===== src/rtl/spimem_arbiter.sv =====
`timescale 1ns/1ps
// Shares the spimemio read port and cfgreg port between instruction fetch,
// data load and a config-register writer, with a per-grant watchdog.
module spimem_arbiter #(
  parameter int unsigned ADDR_W   = 24,
  parameter int unsigned TIMEOUT  = 255,
  parameter logic [31:0] ERR_DATA = 32'hFFFF_FFFF
) (
  input  logic              clk,
  input  logic              reset,
  input  logic              i_valid,
  input  logic [ADDR_W-1:0] i_addr,
  output logic              i_ready,
  output logic [31:0]       i_rdata,
  input  logic              d_valid,
  input  logic [ADDR_W-1:0] d_addr,
  output logic              d_ready,
  output logic [31:0]       d_rdata,
  input  logic              cfg_valid,
  input  logic [3:0]        cfg_we,
  input  logic [31:0]       cfg_di,
  output logic              cfg_ready,
  output logic [31:0]       cfg_do,
  output logic              m_valid,
  output logic [ADDR_W-1:0] m_addr,
  input  logic              m_ready,
  input  logic [31:0]       m_rdata,
  output logic [3:0]        m_cfgreg_we,
  output logic [31:0]       m_cfgreg_di,
  input  logic [31:0]       m_cfgreg_do,
  output logic              busy,
  output logic              timeout_err
);

  localparam int unsigned       WD_W   = 8;
  localparam logic [WD_W-1:0]   WD_MAX = WD_W'(TIMEOUT);

  typedef enum logic [1:0] {
    IDLE  = 2'd0,
    GNT_I = 2'd1,
    GNT_D = 2'd2,
    CFG   = 2'd3
  } state_t;

  state_t            state, state_nx;
  logic              last_d, last_d_nx;
  logic [WD_W-1:0]   wdog, wdog_nx;
  logic              gnt_valid;
  logic [ADDR_W-1:0] gnt_addr;
  logic              gnt_done;
  logic [31:0]       gnt_data;

  // State, round-robin history and watchdog registers
  always_ff @(posedge clk) begin
    if (reset) begin
      state  <= IDLE;
      last_d <= 1'b1;
      wdog   <= '0;
    end else begin
      state  <= state_nx;
      last_d <= last_d_nx;
      wdog   <= wdog_nx;
    end
  end

  assign busy   = (state != IDLE);
  assign cfg_do = m_cfgreg_do;

  // Next-state and port muxing
  always_comb begin
    state_nx    = state;
    last_d_nx   = last_d;
    wdog_nx     = wdog;
    m_valid     = 1'b0;
    m_addr      = '0;
    m_cfgreg_we = '0;
    m_cfgreg_di = '0;
    cfg_ready   = 1'b0;
    timeout_err = 1'b0;
    gnt_done    = 1'b0;
    gnt_data    = m_rdata;
    gnt_valid   = (state == GNT_D) ? d_valid : i_valid;
    gnt_addr    = (state == GNT_D) ? d_addr  : i_addr;

    case (state)
      IDLE: begin
        if (cfg_valid && (cfg_we != 4'b0000)) begin
          state_nx = CFG;
        end else if (i_valid && d_valid) begin
          state_nx = last_d ? GNT_I : GNT_D;
        end else if (i_valid) begin
          state_nx = GNT_I;
        end else if (d_valid) begin
          state_nx = GNT_D;
        end
        // An all-zero byte-enable write is acknowledged without touching the flash
        cfg_ready = cfg_valid && (cfg_we == 4'b0000);
      end

      GNT_I, GNT_D: begin
        m_valid = gnt_valid;
        m_addr  = gnt_addr;
        if (m_ready) begin
          gnt_done  = 1'b1;
          state_nx  = IDLE;
          wdog_nx   = '0;
          last_d_nx = (state == GNT_D);
        end else if (!gnt_valid) begin
          state_nx = IDLE;
          wdog_nx  = '0;
        end else if (wdog == WD_MAX) begin
          gnt_done    = 1'b1;
          gnt_data    = ERR_DATA;
          timeout_err = 1'b1;
          state_nx    = IDLE;
          wdog_nx     = '0;
          last_d_nx   = (state == GNT_D);
        end else begin
          wdog_nx = wdog + WD_W'(1);
        end
      end

      CFG: begin
        m_cfgreg_we = cfg_we;
        m_cfgreg_di = cfg_di;
        cfg_ready   = 1'b1;
        state_nx    = IDLE;
      end
    endcase

    i_ready = gnt_done && (state == GNT_I);
    d_ready = gnt_done && (state == GNT_D);
    i_rdata = gnt_data;
    d_rdata = gnt_data;

    // A grant caught by reset ends silently
    if (reset) begin
      m_valid     = 1'b0;
      m_cfgreg_we = '0;
      cfg_ready   = 1'b0;
      timeout_err = 1'b0;
      i_ready     = 1'b0;
      d_ready     = 1'b0;
    end
  end

endmodule


===== config.mk =====
export PLATFORM = sky130hd
export DESIGN_NAME = spimem_arbiter
export DESIGN_NICKNAME = d
export VERILOG_FILES = /design/src/rtl/spimem_arbiter.sv
export SDC_FILE = /design/constraint.sdc
export NUM_CORES = 1
export LEC_CHECK = 0
export CAP_MARGIN = 5
export CORE_AREA = 5 5 119 121
export CTS_CLUSTER_DIAMETER = 50
export CTS_CLUSTER_SIZE = 12
export DETAILED_ROUTE_END_ITERATION = 7
export DIE_AREA = 0 0 124 126
export GPL_TIMING_DRIVEN = 0
export HOLD_SLACK_MARGIN = 0.06
export PLACE_DENSITY = 0.65
export SYNTH_ARGS = -nofsm -noshare
export SYNTH_HDL_FRONTEND = slang
export SYNTH_SLANG_ARGS = --single-unit

===== constraint.sdc =====
create_clock -name clk -period 2.9 [get_ports clk]
set_clock_uncertainty 0.2 [all_clocks]
set_input_delay 0.435 -clock clk [delete_from_list [all_inputs] [get_ports clk]]
set_output_delay 0.435 -clock clk [all_outputs]
set_load 0.1 [all_outputs]

==> impl_metrics.py <==
metrics = {
    "outcome": {
        "status": "finished clean",
    },
    "layout": {
        "utilization_pct": 41.0,
        "final_cell_mix": "clkdlybuf4s50_1, buf_4, clkbuf_2, and2_1, mux2i_1",
        "fin_cells": 752,
        "drive_above_1_share_pct": 46.0,
        "n_antenna_cell": 0,
        "area_growth_syn_to_layout_pct": 151,
        "finalNetCount": 736,
        "nFillCells": 1329,
        "layout_commonest_cell": "clkdlybuf4s50_1",
    },
    "sta": {
        "setup-tns-final_ns": 0,
        "setup_violations": 0,
        "max_freq_mhz": 355,
        "slew_viol_final": 0,
        "worst_hold_slack_ns": 0.284,
        "hold_viol_final": 0,
        "slew_headroom_pct": 31.7,
        "worstMarginPinSlew_ns": 1.02,
        "worst_slack_ns": 0.0831,
        "finalCritPeriodShare_pct": 97.1,
        "rsz0062_at_grt": "true",
        "min_period_ns": 2.82,
    },
    "die": {
        "core_um2": 13000,
        "die-area_um2": 15600,
        "fp.dieH_um": 126,
        "fp.dieW_um": 124,
        "io_pins": 316,
        "rows": 42,
        "start_util_pct": 16.3,
    },
    "synth": {
        "ys_seq_elements": 11,
        "syn_avg_cell_area_um2": 7.52,
        "syn-instance-count": 282,
        "yosysSeqAreaShare_pct": 10.4,
        "synth.distinct_cells": 44,
        "yosysWarnings": 0,
        "syn-num-nets": 441,
        "synth_enable_flop_cells": 0,
        "synth_top_area_cell": "buf_4",
        "async_flop_share_pct": 0,
        "syn_area_um2": 2120,
        "synthFlopType": "dfxtp_1",
        "synth_area_leaders": "buf_4, mux2i_1, and2_1, dfxtp_1, nand2b_1",
        "synth_top_area_share_pct": 22.6,
    },
    "setup_path": {
        "cp.required_ns": 2.27,
        "r2r_start": "state[0]",
        "ff2ff_setup_slack_ns": 0.66,
        "reg2reg_to": "state[1]",
        "crit_arrival_ns": 2.18,
        "ff2ff_path_depth": 8,
        "crit_start": "state[0]",
        "startpoint_type": "register",
        "crit_path_max_fanout": 10,
        "critPathKind": "reg2out",
        "worst_setup_path_end_kind": "output port",
    },
    "global_route": {
        "grt_max_degree": 11,
        "grt_antenna_before_repair": 0,
        "grt_pass1_wl_um": 16100,
        "overflow": 0,
        "grt_pass1_vias": 3135,
        "grtUsageTotal_pct": 13.0,
    },
    "placement": {
        "portBuffers": 282,
        "place_hpwl_um": 10000,
        "dpl.cell_count": 740,
        "gp_congestion": 0.760,
        "post-place-ws_ns": -0.856,
    },
    "clocking": {
        "root_buffer": "clkbuf_16",
        "path_clk_slew_ns": 0.04,
        "holdBufCountCts": 0,
        "cts_buffers": 3,
        "cts_tree": "done",
        "cts_buffer_depth": 2,
        "worstSkewPairLatency_ns": 0.24,
        "cts.sinks": 11,
        "htreeDepth": 1,
    },
    "power_and_ir_drop": {
        "max-vdd-ir-drop_mv": 0.272,
        "power.density_nw_per_um2": 590,
        "leakage_nw": 2.45,
    },
    "route": {
        "wl_met2_um": 6140,
        "drc": 0,
        "drt-met1-wl_um": 3370,
        "vias": 2942,
        "drt_wl_total_um": 11200,
        "wl_met3_um": 1560,
        "post_drt_wl_per_cell_um": 14.9,
        "first_iter_violations": 56,
        "viasPerCell": 3.91,
        "first_pass_iters": 4,
        "ant_nets": 0,
        "top_layer_used": "met4",
    },
    "min_path": {
        "whs_endpoint": "state[0]",
        "hold_path.startpoint": "state[0]",
        "hold_depth": 2,
        "min_path_type": "reg2reg",
    },
    "job": {
        "cap_violations": 0,
    },
}
## cells in the mapped netlist, types with 2 or more instances
| master | number |
|---|---|
| buf_6 | 4 |
| dfxtp_1 | 11 |
| nand3_1 | 3 |
| nor2_1 | 32 |
| buf_4 | 64 |
| and2_1 | 37 |
| nor2_4 | 2 |
| nor3b_1 | 2 |
| a21oi_1 | 2 |
| clkbuf_1 | 8 |
| a31oi_1 | 4 |
| inv_1 | 5 |
| nand2_1 | 9 |
| buf_2 | 2 |
| nand4_1 | 4 |
| nand2b_2 | 6 |
| and3_1 | 2 |
| or3_1 | 2 |
| or2b_1 | 3 |
| mux2i_1 | 27 |
| ha_1 | 5 |
| nand2b_1 | 26 |
## cells by family after synthesis
group / share of synthesized area (%)
AND/OR/NAND/NOR: 38.7
buffers and inverters: 27.5
multiplexers: 14.0
AO/OA/AOI/OAI: 6.43
flip-flops: 10.4
adder cells (fa/ha/maj): 2.95
## worst max path at each step
stage               slack (ns)     endpoint
CTS                     0.0003  i_rdata[26]
global placement         -0.86   i_rdata[9]
finish                    0.08    m_addr[5]
detailed placement       -0.86   i_rdata[9]
floorplan                -0.43  i_rdata[26]
global route             -0.01  i_rdata[26]
## metrics by stage
| step | power, mW | instance area, µm² |
|---|---|---|
| after global routing | 3.25 | 5320 |
| after global placement | 2.88 | 5270 |
| after detailed placement | 2.89 | 5270 |
| after floorplan | 2.22 | 2230 |
| final | 3.14 | 5320 |
| after CTS | 3.15 | 5400 |
## sequential cells by signal (all words and copies together) (netlist names)
name    flops
last_d      1
state       2
wdog        8
## repair_timing
action	CTS	global route
pin swaps	1	2
endpoints found under the setup margin	127	126
setup buffers	2	6
gates resized for setup	571	97
gates cloned	0	0
## area by class of cell
type | instances | area, µm² | share of cell area, %
inverters | 5 | 18.8 | 0.353
clock buffers | 4 | 78.8 | 1.48
well taps | 176 | 220 | 4.14
flip-flops and latches | 11 | 221 | 4.16
plain buffers | 78 | 586 | 11.0
repair buffers | 290 | 2740 | 51.6
multi-input cells | 188 | 1450 | 27.3
## critical path, cell delays in order, from the launching register on
cell and delay [ns]:
dfxtp_2 0.33, inv_1 0.11, ha_2 0.18, buf_6 0.09, buf_4 0.14, buf_2 0.30
mux2i_1 0.27, nor2_2 0.04, clkdlybuf4s18_2 0.48
## power breakdown
part,leakage [nW],switching (mW),internal (mW)
Sequential,0.0896,0.0112,0.166
Combinational,2.32,1.99,0.719
Clock,0.0382,0.0672,0.185
Total,2.45,2.07,1.07
## routing by layer
| metal | global-route usage, % | vias up |
|---|---|---|
| met1 | 11.5 | 1295 |
| met4 | 2.26 | 0 |
| li1 | - | 1453 |
| met3 | 5.38 | 6 |
| met2 | 26.7 | 188 |
| met5 | 0 | - |
Power figures use the tool's default switching activity.
